[config.mk]
export PLATFORM = sky130hd
export DESIGN_NAME = imem_loader
export DESIGN_NICKNAME = d
export VERILOG_FILES = /design/src/rtl/my_pkg.sv /design/src/rtl/imem_load_counter.sv /design/src/rtl/imem_loader.sv
export SDC_FILE = /design/constraint.sdc
export NUM_CORES = 1
export LEC_CHECK = 0
export BUFFER_PORTS_ARGS = -buffer_cell sky130_fd_sc_hd__buf_2
export CORE_AREA = 5 5 110 112
export DETAILED_ROUTE_END_ITERATION = 12
export DIE_AREA = 0 0 115 117
export HOLD_SLACK_MARGIN = 0.02
export PLACE_DENSITY = 0.76
export SLEW_MARGIN = 25
export SYNTH_ARGS = -nofsm -noshare
export SYNTH_HDL_FRONTEND = slang
export SYNTH_SLANG_ARGS = --single-unit
export TNS_END_PERCENT = 50
[constraint.sdc]
create_clock -name CLK -period 4.4 [get_ports CLK]
set_clock_uncertainty 0.2 [all_clocks]
set_input_delay 0.44 -clock CLK [delete_from_list [all_inputs] [get_ports CLK]]
set_output_delay 0.44 -clock CLK [all_outputs]
set_load 0.005 [all_outputs]
[src/rtl/my_pkg.sv]
// Shared control-path types: fetch-stage source select, loader states and loader limits.
package my_pkg;

    typedef enum logic [1:0] {
        NOP       = 2'd0,
        IMEM      = 2'd1,
        FSM_RSVD2 = 2'd2,
        FSM_RSVD3 = 2'd3
    } FSM_Control_Enum;

    typedef enum logic [2:0] {
        L_IDLE = 3'd0,
        L_LEN  = 3'd1,
        L_LOAD = 3'd2,
        L_CHK  = 3'd3,
        L_RUN  = 3'd4,
        L_ERR  = 3'd5
    } Loader_State_Enum;

    localparam int unsigned IMEM_LOAD_MAX_WORDS = 1024;
    localparam int unsigned IMEM_DATA_W         = 32;
    localparam int unsigned IMEM_ADDR_W         = 10;

endpackage

[src/rtl/imem_load_counter.sv]
// Word counter, length register and running modulo-2^32 checksum for the program loader.
module imem_load_counter
    import my_pkg::*;
#(
    parameter int unsigned CNT_W = IMEM_ADDR_W + 1
) (
    input  logic                   clk_i,
    input  logic                   rst_n_i,
    input  logic                   en_i,
    input  logic                   clr_i,
    input  logic                   len_ld_i,
    input  logic                   step_i,
    input  logic [CNT_W-1:0]       len_i,
    input  logic [IMEM_DATA_W-1:0] data_i,
    output logic [CNT_W-1:0]       count_o,
    output logic                   last_c,
    output logic [IMEM_DATA_W-1:0] sum_o
);

    logic [CNT_W-1:0]       count_q;
    logic [CNT_W-1:0]       len_q;
    logic [IMEM_DATA_W-1:0] sum_q;

    always_ff @(posedge clk_i) begin
        if (!rst_n_i) begin
            count_q <= '0;
            len_q   <= '0;
            sum_q   <= '0;
        end else if (en_i) begin
            if (len_ld_i) begin
                len_q <= len_i;
            end
            if (clr_i) begin
                count_q <= '0;
                sum_q   <= '0;
            end else if (step_i) begin
                count_q <= count_q + CNT_W'(1);
                sum_q   <= sum_q + data_i;
            end
        end
    end

    // Only meaningful while loading, where len_q is at least 1.
    assign last_c  = (count_q == (len_q - CNT_W'(1)));
    assign count_o = count_q;
    assign sum_o   = sum_q;

endmodule

[src/rtl/imem_loader.sv]
// Instruction-memory writer: takes a length-prefixed, checksummed word stream and
// hands the fetch stage over to IMEM only once the checksum matches.
module imem_loader
    import my_pkg::*;
#(
    parameter int unsigned ADDR_W    = IMEM_ADDR_W,
    parameter int unsigned MAX_WORDS = IMEM_LOAD_MAX_WORDS
) (
    input  logic              CLK,
    input  logic              RSTn,
    input  logic              EN,
    input  logic              START,
    input  logic              S_VALID,
    input  logic [31:0]       S_DATA,
    output logic              S_READY,
    output logic              IMEM_WE,
    output logic [ADDR_W-1:0] IMEM_ADDR,
    output logic [31:0]       IMEM_DIN,
    output FSM_Control_Enum   FSM_SEL,
    output logic              CORE_EN,
    output logic              DONE,
    output logic              ERR
);

    localparam int unsigned CNT_W = ADDR_W + 1;

    Loader_State_Enum  state_q;
    logic              we_q;
    logic [ADDR_W-1:0] addr_q;
    logic [31:0]       din_q;
    FSM_Control_Enum   sel_q;
    logic              core_en_q;
    logic              done_q;
    logic              err_q;

    logic              hs;
    logic              len_bad;
    logic              len_ok_hs;
    logic              load_hs;
    logic [CNT_W-1:0]  count;
    logic              last;
    logic [31:0]       sum;

    assign S_READY   = EN & ((state_q == L_LEN) | (state_q == L_LOAD) | (state_q == L_CHK));
    assign hs        = S_VALID & S_READY;
    assign len_bad   = (S_DATA == 32'd0) || (S_DATA > 32'(MAX_WORDS));
    assign len_ok_hs = hs & (state_q == L_LEN) & ~len_bad;
    assign load_hs   = hs & (state_q == L_LOAD);

    imem_load_counter #(
        .CNT_W (CNT_W)
    ) u_counter (
        .clk_i    (CLK),
        .rst_n_i  (RSTn),
        .en_i     (EN),
        .clr_i    (len_ok_hs),
        .len_ld_i (len_ok_hs),
        .step_i   (load_hs),
        .len_i    (S_DATA[ADDR_W:0]),
        .data_i   (S_DATA),
        .count_o  (count),
        .last_c   (last),
        .sum_o    (sum)
    );

    // Control FSM; status outputs are updated on the same edge as the state change.
    always_ff @(posedge CLK) begin
        if (!RSTn) begin
            state_q   <= L_IDLE;
            we_q      <= 1'b0;
            addr_q    <= '0;
            din_q     <= '0;
            sel_q     <= NOP;
            core_en_q <= 1'b0;
            done_q    <= 1'b0;
            err_q     <= 1'b0;
        end else if (!EN) begin
            we_q <= 1'b0;
        end else begin
            we_q <= 1'b0;
            unique case (state_q)
                L_IDLE: begin
                    if (START) begin
                        state_q <= L_LEN;
                    end
                end
                L_LEN: begin
                    if (hs) begin
                        if (len_bad) begin
                            state_q <= L_ERR;
                            err_q   <= 1'b1;
                        end else begin
                            state_q <= L_LOAD;
                        end
                    end
                end
                L_LOAD: begin
                    if (hs) begin
                        we_q   <= 1'b1;
                        addr_q <= ADDR_W'(count);
                        din_q  <= S_DATA;
                        if (last) begin
                            state_q <= L_CHK;
                        end
                    end
                end
                L_CHK: begin
                    if (hs) begin
                        if (S_DATA == sum) begin
                            state_q   <= L_RUN;
                            sel_q     <= IMEM;
                            core_en_q <= 1'b1;
                            done_q    <= 1'b1;
                        end else begin
                            state_q <= L_ERR;
                            err_q   <= 1'b1;
                        end
                    end
                end
                L_RUN: begin
                    if (START) begin
                        state_q   <= L_LEN;
                        sel_q     <= NOP;
                        core_en_q <= 1'b0;
                        done_q    <= 1'b0;
                    end
                end
                L_ERR: begin
                    if (START) begin
                        state_q <= L_LEN;
                        err_q   <= 1'b0;
                    end
                end
                default: begin
                    state_q <= L_IDLE;
                end
            endcase
        end
    end

    assign IMEM_WE   = we_q;
    assign IMEM_ADDR = addr_q;
    assign IMEM_DIN  = din_q;
    assign FSM_SEL   = sel_q;
    assign CORE_EN   = core_en_q;
    assign DONE      = done_q;
    assign ERR       = err_q;

endmodule

# Yosys cells after proc, flatten, opt, wreduce, memory -nomap -nowiden
# Cells that the tools add are included.
# word_totals
out_inout_bits,49
word_cells,79
input_bits,37
register_bits,104
# classes
muxes,26
n_bitwise,8
order_cmp,1
eq_ne,17
addsub,3
reduce_logical,14
# op_table
cell,count
32-bit 2-to-1 mux,2
32-bit adder,1
32-bit equality test,1
"32-bit by 11-bit > comparator with 1-bit output, second input constant",1
32-bit logical NOT,1
11-bit 2-to-1 mux,2
3-bit 2-to-1 mux,6
"2-bit inequality test, second input constant",8
3-bit case mux with 4 select lines,1
"11-bit by 1-bit adder with 11-bit output, second input constant",1
11-bit equality test,1
"11-bit by 1-bit subtractor with 11-bit output, second input constant",1
1-bit 2-to-1 mux,9
7-bit AND reduction,1
"3-bit by 2-bit equality test with 1-bit output, second input constant",2
"3-bit equality test, second input constant",2
2-bit 2-to-1 mux,3
3-bit AND reduction,2
6-bit AND reduction,1
1-bit AND,5
5-bit AND reduction,1
"2-bit by 1-bit inequality test with 1-bit output, second input constant",2
2-bit case mux with 2 select lines,1
2-bit AND reduction,2
10 further kinds,12

# Depth between registers and ports, before layout
# Gate-level depths: netlist of run 1.
# logic_depth
depth_word,9
depth_mapped,10

# Modules after synthesis
# From an unflattened synthesis of run 1, not the netlist that was laid out.
# hier_totals
cells_unflattened,812
hier_area_um2,6533.8
# by_module_without_submodules
module,cells_each,instances,area_per_inst_um2
imem_load_counter,518,1,4127.7
imem_loader,294,1,2406.1

# Least setup slack after synthesis of run 1
# No wires, ideal clock.
# synth_timing
path_kind,input port to flip-flop
from,in S_DATA[0]
to,reg u_counter.sum_q[30] (netlist: u_counter.sum_o[30])
n_path_buf,0
path_slack_ns,1.374
setup_ns,0.062
stages,10
t_arrival_ns,2.763
path_cell_list,ha_1 > fa_1 > a211oi_1 > o21ai_0 > nand3_1 > a21oi_1 > o21bai_1 > a21oi_1 > or4b_2 > nand3_1
# synth_between
elab_chain_cells,6
# synth_rtl
element,line,text
start: declaration,imem_loader.sv:14,"input logic [31:0] S_DATA,"
32-bit by 11-bit > comparator with 1-bit output or 32-bit logical NOT (tied branches),imem_loader.sv:46,assign len_bad = (S_DATA == 32'd0) || (S_DATA > 32'(MAX_WORDS));
1-bit logical OR,imem_loader.sv:46,
1-bit NOT,imem_loader.sv:47,assign len_ok_hs = hs & (state_q == L_LEN) & ~len_bad;
1-bit AND,imem_loader.sv:47,
2-bit nonzero test (no line),n/a,
2-bit AND reduction (no line),n/a,
end signal: assignment,imem_load_counter.sv:38,sum_q <= sum_q + data_i;
end: declaration,imem_load_counter.sv:22,logic [IMEM_DATA_W-1:0] sum_q;
# Several ways; a longest one is shown, not always the timed one. The select of a mux whose other input is x is not followed.
# A chain may end at the register's enable or synchronous reset.

# Worst setup path in the final report of run 1
# layout_timing
from,reg u_counter.sum_q[0] (netlist: u_counter.sum_o[0])
to,reg u_counter.sum_q[30] (netlist: u_counter.sum_o[30])
# layout_between
elab_chain_cells,3
# layout_rtl
element,line,text
32-bit adder,imem_load_counter.sv:38,
32-bit 2-to-1 mux,imem_load_counter.sv:36,end else if (step_i) begin
32-bit 2-to-1 mux,imem_load_counter.sv:33,if (clr_i) begin
# Every way passes these cells. The select of a mux whose other input is x is not followed.

==> results of run 1 <==
-- where the power goes --
| group | internal [W] | total (W) | switching [W] | leakage, nW |
|---|---|---|---|---|
| Clock | 0.000428 | 0.000761 | 0.000333 | 0.126 |
| Combinational | 0.0000445 | 0.000132 | 0.0000873 | 1.79 |
| Sequential | 0.000925 | 0.000927 | 0.00000200 | 0.821 |
| Total | 0.00140 | 0.00182 | 0.000422 | 2.74 |
-- registers in the layout, summed over array words and instances, names as in the netlist --
name / flops
ERR: 1
FSM_SEL: 1
IMEM_ADDR: 10
IMEM_DIN: 32
IMEM_WE: 1
state_q: 3
u_counter.count_o: 11
u_counter.len_q: 11
u_counter.sum_o: 32
-- metrics by stage --
step,hold WS (ps),instance area (um^2),util (%)
after floorplan,247.2,5939,-
after global placement,237.6,6355,57.12
after detailed placement,243.1,6355,57.12
after CTS,141.1,6621,59.51
after global routing,146.5,6621,59.51
final,147.5,6621,59.51
-- layout make-up --
cell class,count,area [um^2],area share (%)
Timing Repair Buffer,89,457.9,6.916
Tap cell,143,178.9,2.702
Multi-Input combinational cell,601,3635,54.89
Inverter,11,41.29,0.6236
Clock buffer,10,229.0,3.458
Sequential cell,102,2042,30.84
Clock inverter,2,37.54,0.5669
-- layer usage --
layer | up-vias | GRT usage [%] | wire length [um]
met5 | - | 0 | 0
met2 | 184 | 39.43 | 7419
met4 | 0 | 10.72 | 383
met3 | 36 | 4.010 | 935
met1 | 2639 | 28.68 | 6824
li1 | 2814 | - | -
-- cell usage in the layout (no fill, tap or decap), types with 16 or more instances in the layout --
cell / instances
a21oi_1: 95
buf_2: 84
dfxtp_1: 102
ha_1: 33
nand2_1: 141
nand3_1: 32
nand4_1: 24
nor2_1: 48
nor4_1: 16
o21ai_0: 29
xnor2_1: 35
xor2_1: 16
-- worst min path at each step --
| stage | slack (ps) | start | endpoint |
|---|---|---|---|
| 2_1_floorplan | 250 | u_counter.sum_o[10] | u_counter.sum_o[10] |
| 3_3_place_gp | 240 | ERR | ERR |
| 3_5_place_dp | 240 | IMEM_DIN[26] | IMEM_DIN[26] |
| 4_1_cts | 140 | S_DATA[17] | IMEM_DIN[17] |
| 5_1_grt | 150 | EN | FSM_SEL[0] |
| 6_report | 150 | S_DATA[17] | IMEM_DIN[17] |
-- kinds of logic after synthesis --
kind of cell	synth area share, %
and+or+nand+nor	25.41
AOI/OAI and AO/OA	18.98
DFF	34.38
buffers and inverters	4.508
xor gates and xnor gates	7.520
adders and majority gates	7.289
muxes	1.854
other	0.06314
-- worst reg2reg max path: cells and delay by family, from the launching register on --
family	cells	cell delay, ps
flip-flops	1	310
adder cells (fa/ha/maj)	2	680
AND/OR/NAND/NOR	3	940
AO/OA/AOI/OAI	5	1180
==> flow_summary.ini, run 1 <==
[drt]
drt-total-wl_mm = 15.56
drt_first_pass_iters = 5
viasPerCell = 5.922
post-route-drc-count = 0
drtAntennaViolNets = 0
drt-initial-drc-count = 373
vias = 5673
wl_per_cell_um = 16.24

[setup_path]
cp-startpoint = u_counter.sum_o[0]
path_class = register to register
cp_slowest_cell = or4b_2
crit_path_start_kind = register
critPathRequiredTime_ps = 4500
max_stage_delay_ps = 650
cp_cell_sequence = ha_1 > fa_1 > a211oi_1 > o21ai_0 > nand3_1 > a21oi_1 > o21bai_1 > a21oi_1 > or4b_2 > nand3_1
r2r-end = u_counter.sum_o[30]
crit_buf_inv = 0
r2r_cells = 10
endpoint = u_counter.sum_o[30]
critPathCaptureType = register
arrival_ps = 3460
r2r_setup_slack_ps = 1040
worst-path-max-fanout = 4
cp.depth = 10
path_delay_family = compound AO/OA/AOI/OAI gates
r2r-start = u_counter.sum_o[0]

[layout]
fin_nets = 885
num-fill-cells = 1039
area_growth_pct = 11.48
instances_no_fill = 958
diodes = 0
layout-drive-gt1-share_pct = 13.99

[sta]
setup_viol = 0
tns_ps = 0
finalMaxSlewViolations = 0
worst_pin_slew_ps = 933.3
slew_headroom_pct = 37.69
fin_crit_sh_pct = 76.36
hold_violations = 0
max_freq_ghz = 0.2976
period_minus_slack_ps = 3360
final.setup.worst_slack_ps = 1040
rsz0062_at_grt = false

[synthesis]
yosysTopAreaCell = dfxtp_1
synthCells = 769
avgSynthCellArea_um2 = 7.724
async_flop_share_pct = 0
netlist_top_cells_count = nand2_1 (141), dfxtp_1 (102), a21oi_1 (95), nor2_1 (48), clkbuf_1 (43)
synth-edff-count = 0
synth_seq_area_share_pct = 34.38
synth-seq-cells = 102
synth-warning-count = 0
syn-num-nets = 840
yosysMostFrequentCell = nand2_1
synth.top_cell.area_share_pct = 34.38
synth_ff_type = dfxtp_1
synth_area_leaders = dfxtp_1 (34%), nand2_1 (8.9%), a21oi_1 (8.0%), ha_1 (7.0%), xnor2_1 (5.2%)
synth_cell_types = 61
syn_area_um2 = 5939

[global_route]
grtUsageTotal_pct = 23.18
grt_pass1_vias = 5332
antenna_found_initial = 0
gr-total-overflow = 0
grt_start_max_net_pins = 68
grt_pass1_wl_mm = 25.22

[cts]
cts_resized = 0
clkTransAtPathRegs_ps = 70
tritoncts.num_buffers = 9
cts_setup_buffers = 0
cts_buffer_depth = 2
clock-sinks = 102
cts_tree = yes
cts_max_level = 3
clock_tree.root_cell = clkbuf_16
clk_latency_ps = 350
cts_hold_buf = 0

[floorplanning]
rows = 39
ios = 86
die_x_um = 115
fp.dieH_um = 117
start_util_pct = 53.39
core_area_um2 = 11130
die_area_um2 = 13460

[min_path]
holdPathStages = 3
hold_class = input port to register

[run_status]
status = finished clean

[power_and_ir_drop]
power_per_cell_area_nw_per_um2 = 274.8
power_w = 0.001820
irDropWorstVdd_mv = 0.1832
leakagePower_nw = 2.740

[placement]
gp_congestion = 0.9182
post-place-ws_ps = 829.0
place_inst = 946
port_buffers = 84
place_hpwl_mm = 11.23

[job]
drv_cap = 0
No activity file was read; power rests on OpenSTA's default activity.
==> inputs of run 2 (changes only) <==
clock period = 3.45 ns   (was 4.4 ns; I/O delays follow)
==> run 2 against run 1 <==
  * Final cell count is 0.84% higher
  * Fmax is 5.0% higher
  * Non-clock buffer count is 5 higher
  * Critical path type unchanged
  * Largest cell class unchanged
  * Largest power group unchanged
==> flow_summary.ini, run 2 (synthesized netlist as in run 1, its figures left out) <==
[run_status]
status = finished clean

[sta]
worst_pin_slew_ps = 974.6
rsz0062_at_grt = false
period_minus_slack_ps = 3200
tns_ps = 0
max_freq_ghz = 0.3125
setup_viol = 0
hold_violations = 0
fin_crit_sh_pct = 92.74
slew_headroom_pct = 34.93
finalMaxSlewViolations = 0
hold_slack_ps = 58.23

[layout]
final_cell_mix = nand2_1 (141), dfxtp_1 (102), a21oi_1 (95)
layout-drive-gt1-share_pct = 14.82
diodes = 0
area_growth_pct = 12.51
final_common_cell = nand2_1
fin_nets = 890

[cts]
cts_hold_buf = 0
tritoncts.num_buffers = 9
clk_latency_ps = 350
cts_buffer_depth = 2
clkTransAtPathRegs_ps = 70
cts_tree = yes
cts_setup_buffers = 0
cts_max_level = 3
clock_tree.root_cell = clkbuf_16
clock-sinks = 102
cts_resized = 0

[power_and_ir_drop]
irDropWorstVdd_mv = 0.3394
power_w = 0.002367
leakagePower_nw = 2.779
power_per_cell_area_nw_per_um2 = 354.2

[drt]
wl_per_cell_um = 16.49
drtAntennaViolNets = 0
wl_met2_mm = 7.762
drt_first_pass_iters = 5
vias = 5818
wl_met3_um = 935
post-route-drc-count = 0
wl_met1_mm = 6.833
drt-total-wl_mm = 15.93
viasPerCell = 6.023
routed.top_layer = met4
drt-initial-drc-count = 410

[floorplanning]
ios = 86
die_x_um = 115
core_area_um2 = 11130
start_util_pct = 53.39
rows = 39
die_area_um2 = 13460
fp.dieH_um = 117

[placement]
port_buffers = 84
gp_congestion = 0.9332
place_hpwl_mm = 11.40

[setup_path]
crit_path_start_kind = register
arrival_ps = 3290
cp_slowest_cell = or4b_2
critPathRequiredTime_ps = 3540
worst-path-max-fanout = 3
r2r_cells = 10
max_stage_delay_ps = 640
cp_cell_sequence = ha_1 > fa_1 > a211oi_1 > o21ai_0 > nand3_1 > a21oi_1 > o21bai_1 > a21oi_1 > or4b_2 > nand3_1
critPathCaptureType = register
path_class = register to register

[global_route]
grt_pass1_vias = 5521
grtUsageTotal_pct = 24.16
gr-total-overflow = 0
antenna_found_initial = 0
grt_start_max_net_pins = 68
grt_pass1_wl_mm = 26.45

[min_path]
holdPathStages = 2
hold_class = input port to register

[job]
drv_cap = 0
## run 2: final cells by class
| type | instances | area (um^2) |
|---|---|---|
| fill | 1018 | 4443 |
| multi-input combinational | 601 | 3635 |
| sequential | 102 | 2042 |
| timing repair buffer | 94 | 495.5 |
| clock buffer | 11 | 242.7 |
| tap | 143 | 178.9 |
| clock inverter | 4 | 47.55 |
| inverter | 11 | 41.29 |
## run 2: final timing paths
check | start | endpoint | slack (ps)
max | u_counter.sum_o[0] | u_counter.sum_o[30] | 250
min | EN | FSM_SEL[0] | 60
max reg2reg | u_counter.sum_o[0] | u_counter.sum_o[30] | 250
min reg2reg | IMEM_DIN[13] | IMEM_DIN[13] | 250
## run 2: worst max-delay path: cells and delay by family, from the launching register on
family / cells / cell delay, ps
flip-flops: 1 / 320
AND/OR/NAND/NOR: 3 / 920
AO/OA/AOI/OAI: 5 / 1020
adder cells (fa/ha/maj): 2 / 670
## run 2: layer usage
metal / global-route usage (%) / vias to the layer above
met4: 8.998 / 0
met1: 30.27 / 2778
li1: - / 2825
met2: 41.01 / 184
met5: 0 / -
met3: 5.141 / 31
## run 2: power breakdown
group	internal [W]	leakage, nW	total, W	switching, W
Combinational	0.0000580	1.82	0.000171	0.000113
Clock	0.000576	0.141	0.00101	0.000438
Sequential	0.00118	0.821	0.00118	0.00000273
Total	0.00181	2.78	0.00237	0.000554
## run 2: stage by stage
step                cell area (um^2)  cells  setup slack (ps)  utilization (%)
global route                    6683    966             76.77            60.07
CTS                             6683    966             276.2            60.07
detailed placement              6392    951             112.0            57.46
floorplan                       5939    769             519.1                -
global placement                6392    951             203.3            57.46
finish                          6683    966             250.5            60.07
==> inputs of run 3 (changes only) <==
CELL_PAD_IN_SITES_DETAIL_PLACEMENT = 1   (was unset)
CELL_PAD_IN_SITES_GLOBAL_PLACEMENT = 1   (was unset)
CORE_AREA = 5 5 125 127   (was 5 5 110 112)
DIE_AREA = 0 0 130 132   (was 0 0 115 117)
PLACE_DENSITY = unset   (was 0.76)
PLACE_DENSITY_LB_ADDON = 0.1   (was unset)
==> run 3 against run 2 <==
  * Clock power up 6%
  * Non-clock buffer count up 1
  * Critical endpoint unchanged
  * Final cell count up 4.5%
  * First-iteration DRC count down 43%
  * Combinational power up 3%
  * Die area up 28%
  * Design area up 1.1%
  * Register-to-register slack better by 40 ps
  * Global-route usage down 2.1 points
==> flow_summary.ini, run 3 (synthesized netlist as in run 1, its figures left out) <==
[run_status]
status = finished clean

[sta]
slew_headroom_pct = 44.00
period_minus_slack_ps = 3155
fin_crit_sh_pct = 91.46
worst_pin_slew_ps = 840.1
setup_viol = 0
hold_slack_ps = 55.97
finalMaxSlewViolations = 0
hold_violations = 0
max_freq_ghz = 0.3169
rsz0062_at_grt = false
tns_ps = 0

[placement]
place_hpwl_mm = 13.44
dpl_cell_area_um2 = 6451
port_buffers = 84
place_inst = 993
gp_congestion = 0.8887

[cts]
clock-sinks = 102
cts_hold_buf = 0
cts_resized = 0
cts_tree = yes
cts_setup_buffers = 0
tritoncts.num_buffers = 9
clkTransAtPathRegs_ps = 70
cts_buffer_depth = 2
clock_tree.root_cell = clkbuf_16
clk_latency_ps = 360
cts_max_level = 3

[layout]
diodes = 0
final_common_cell = nand2_1
multi_input_area_um2 = 3635
instances_no_fill = 1009
area_growth_pct = 13.78
num-fill-cells = 1794
final_cell_area_um2 = 6758
final_cell_mix = nand2_1 (141), dfxtp_1 (102), a21oi_1 (95)
layout-drive-gt1-share_pct = 15.15
fin_nets = 891
regArea_um2 = 2042

[drt]
drt-initial-drc-count = 233
wl_per_cell_um = 18.38
wl_met2_mm = 9.602
post-route-drc-count = 0
wl_met1_mm = 8.028
drtAntennaViolNets = 0
drt_first_pass_iters = 4
wl_met3_um = 690
routed.top_layer = met4
drt-total-wl_mm = 18.54
viasPerCell = 5.713
vias = 5764

[min_path]
hold_class = input port to register
holdPathStages = 3

[power_and_ir_drop]
irDropWorstVdd_mv = 0.2610
power_per_cell_area_nw_per_um2 = 359.3
leakagePower_nw = 2.787
power_w = 0.002428

[floorplanning]
ios = 86
core_area_um2 = 14310
die_x_um = 130
rows = 44
start_util_pct = 41.49
die_area_um2 = 17160
fp.dieH_um = 132

[global_route]
antenna_found_initial = 0
grtUsageTotal_pct = 22.05
grt_pass1_wl_mm = 30.75
grt_start_max_net_pins = 68
grt_pass1_vias = 6042
gr-total-overflow = 0

[setup_path]
max_stage_delay_ps = 640
r2r_cells = 10
critPathCaptureType = register
worst-path-max-fanout = 3
crit_buf_inv = 0
arrival_ps = 3250
path_class = register to register
cp_slowest_cell = or4b_2
critPathRequiredTime_ps = 3550
crit_path_start_kind = register
cp_cell_sequence = ha_1 > fa_1 > a211oi_1 > o21ai_0 > nand3_1 > a21oi_1 > o21bai_1 > a21oi_1 > or4b_2 > nand3_1
cp.depth = 10
path_delay_family = compound AO/OA/AOI/OAI gates

[job]
drv_cap = 0
==> run 3: per-stage QoR <==
step	setup WS (ps)	utilization (%)
3_3_place_gp	199.8	45.07
5_1_grt	121.6	47.21
2_1_floorplan	519.1	-
4_1_cts	315.2	47.21
6_report	294.5	47.21
3_5_place_dp	146.1	45.07
==> run 3: cell type report <==
cell class              count  share of cell area [%]
multi-input cells         601                   53.79
well taps                 184                   3.407
inverters                  11                  0.6110
flip-flops and latches    102                   30.22
clock buffers              10                   3.536
repair buffers             95                   7.443
clock inverters             6                  0.9998
==> run 3: path summary, 6_finish.rpt <==
| check | slack, ps | to | from |
|---|---|---|---|
| max | 290 | u_counter.sum_o[30] | u_counter.sum_o[0] |
| min | 60 | IMEM_DIN[27] | S_DATA[27] |
| max reg2reg | 290 | u_counter.sum_o[30] | u_counter.sum_o[0] |
| min reg2reg | 250 | ERR | ERR |
==> run 3: report_power, final <==
| part | internal, W | switching [W] |
|---|---|---|
| registers | 0.00118 | 0.00000283 |
| logic | 0.0000581 | 0.000118 |
| clock network | 0.000587 | 0.000484 |
| total | 0.00182 | 0.000605 |
==> run 3: worst register-to-register path: stages, from the launching register on <==
cell and delay, ps:
dfxtp_1 310, ha_1 220, fa_1 430, a211oi_1 350, o21ai_0 230, nand3_1 200
a21oi_1 110, o21bai_1 200, a21oi_1 100, or4b_2 640, nand3_1 100
==> run 3: layer usage <==
| layer | GRT usage, % | up-vias |
|---|---|---|
| li1 | - | 2834 |
| met1 | 27.46 | 2812 |
| met2 | 40.09 | 102 |
| met3 | 2.269 | 16 |
| met4 | 5.716 | 0 |
| met5 | 0 | - |
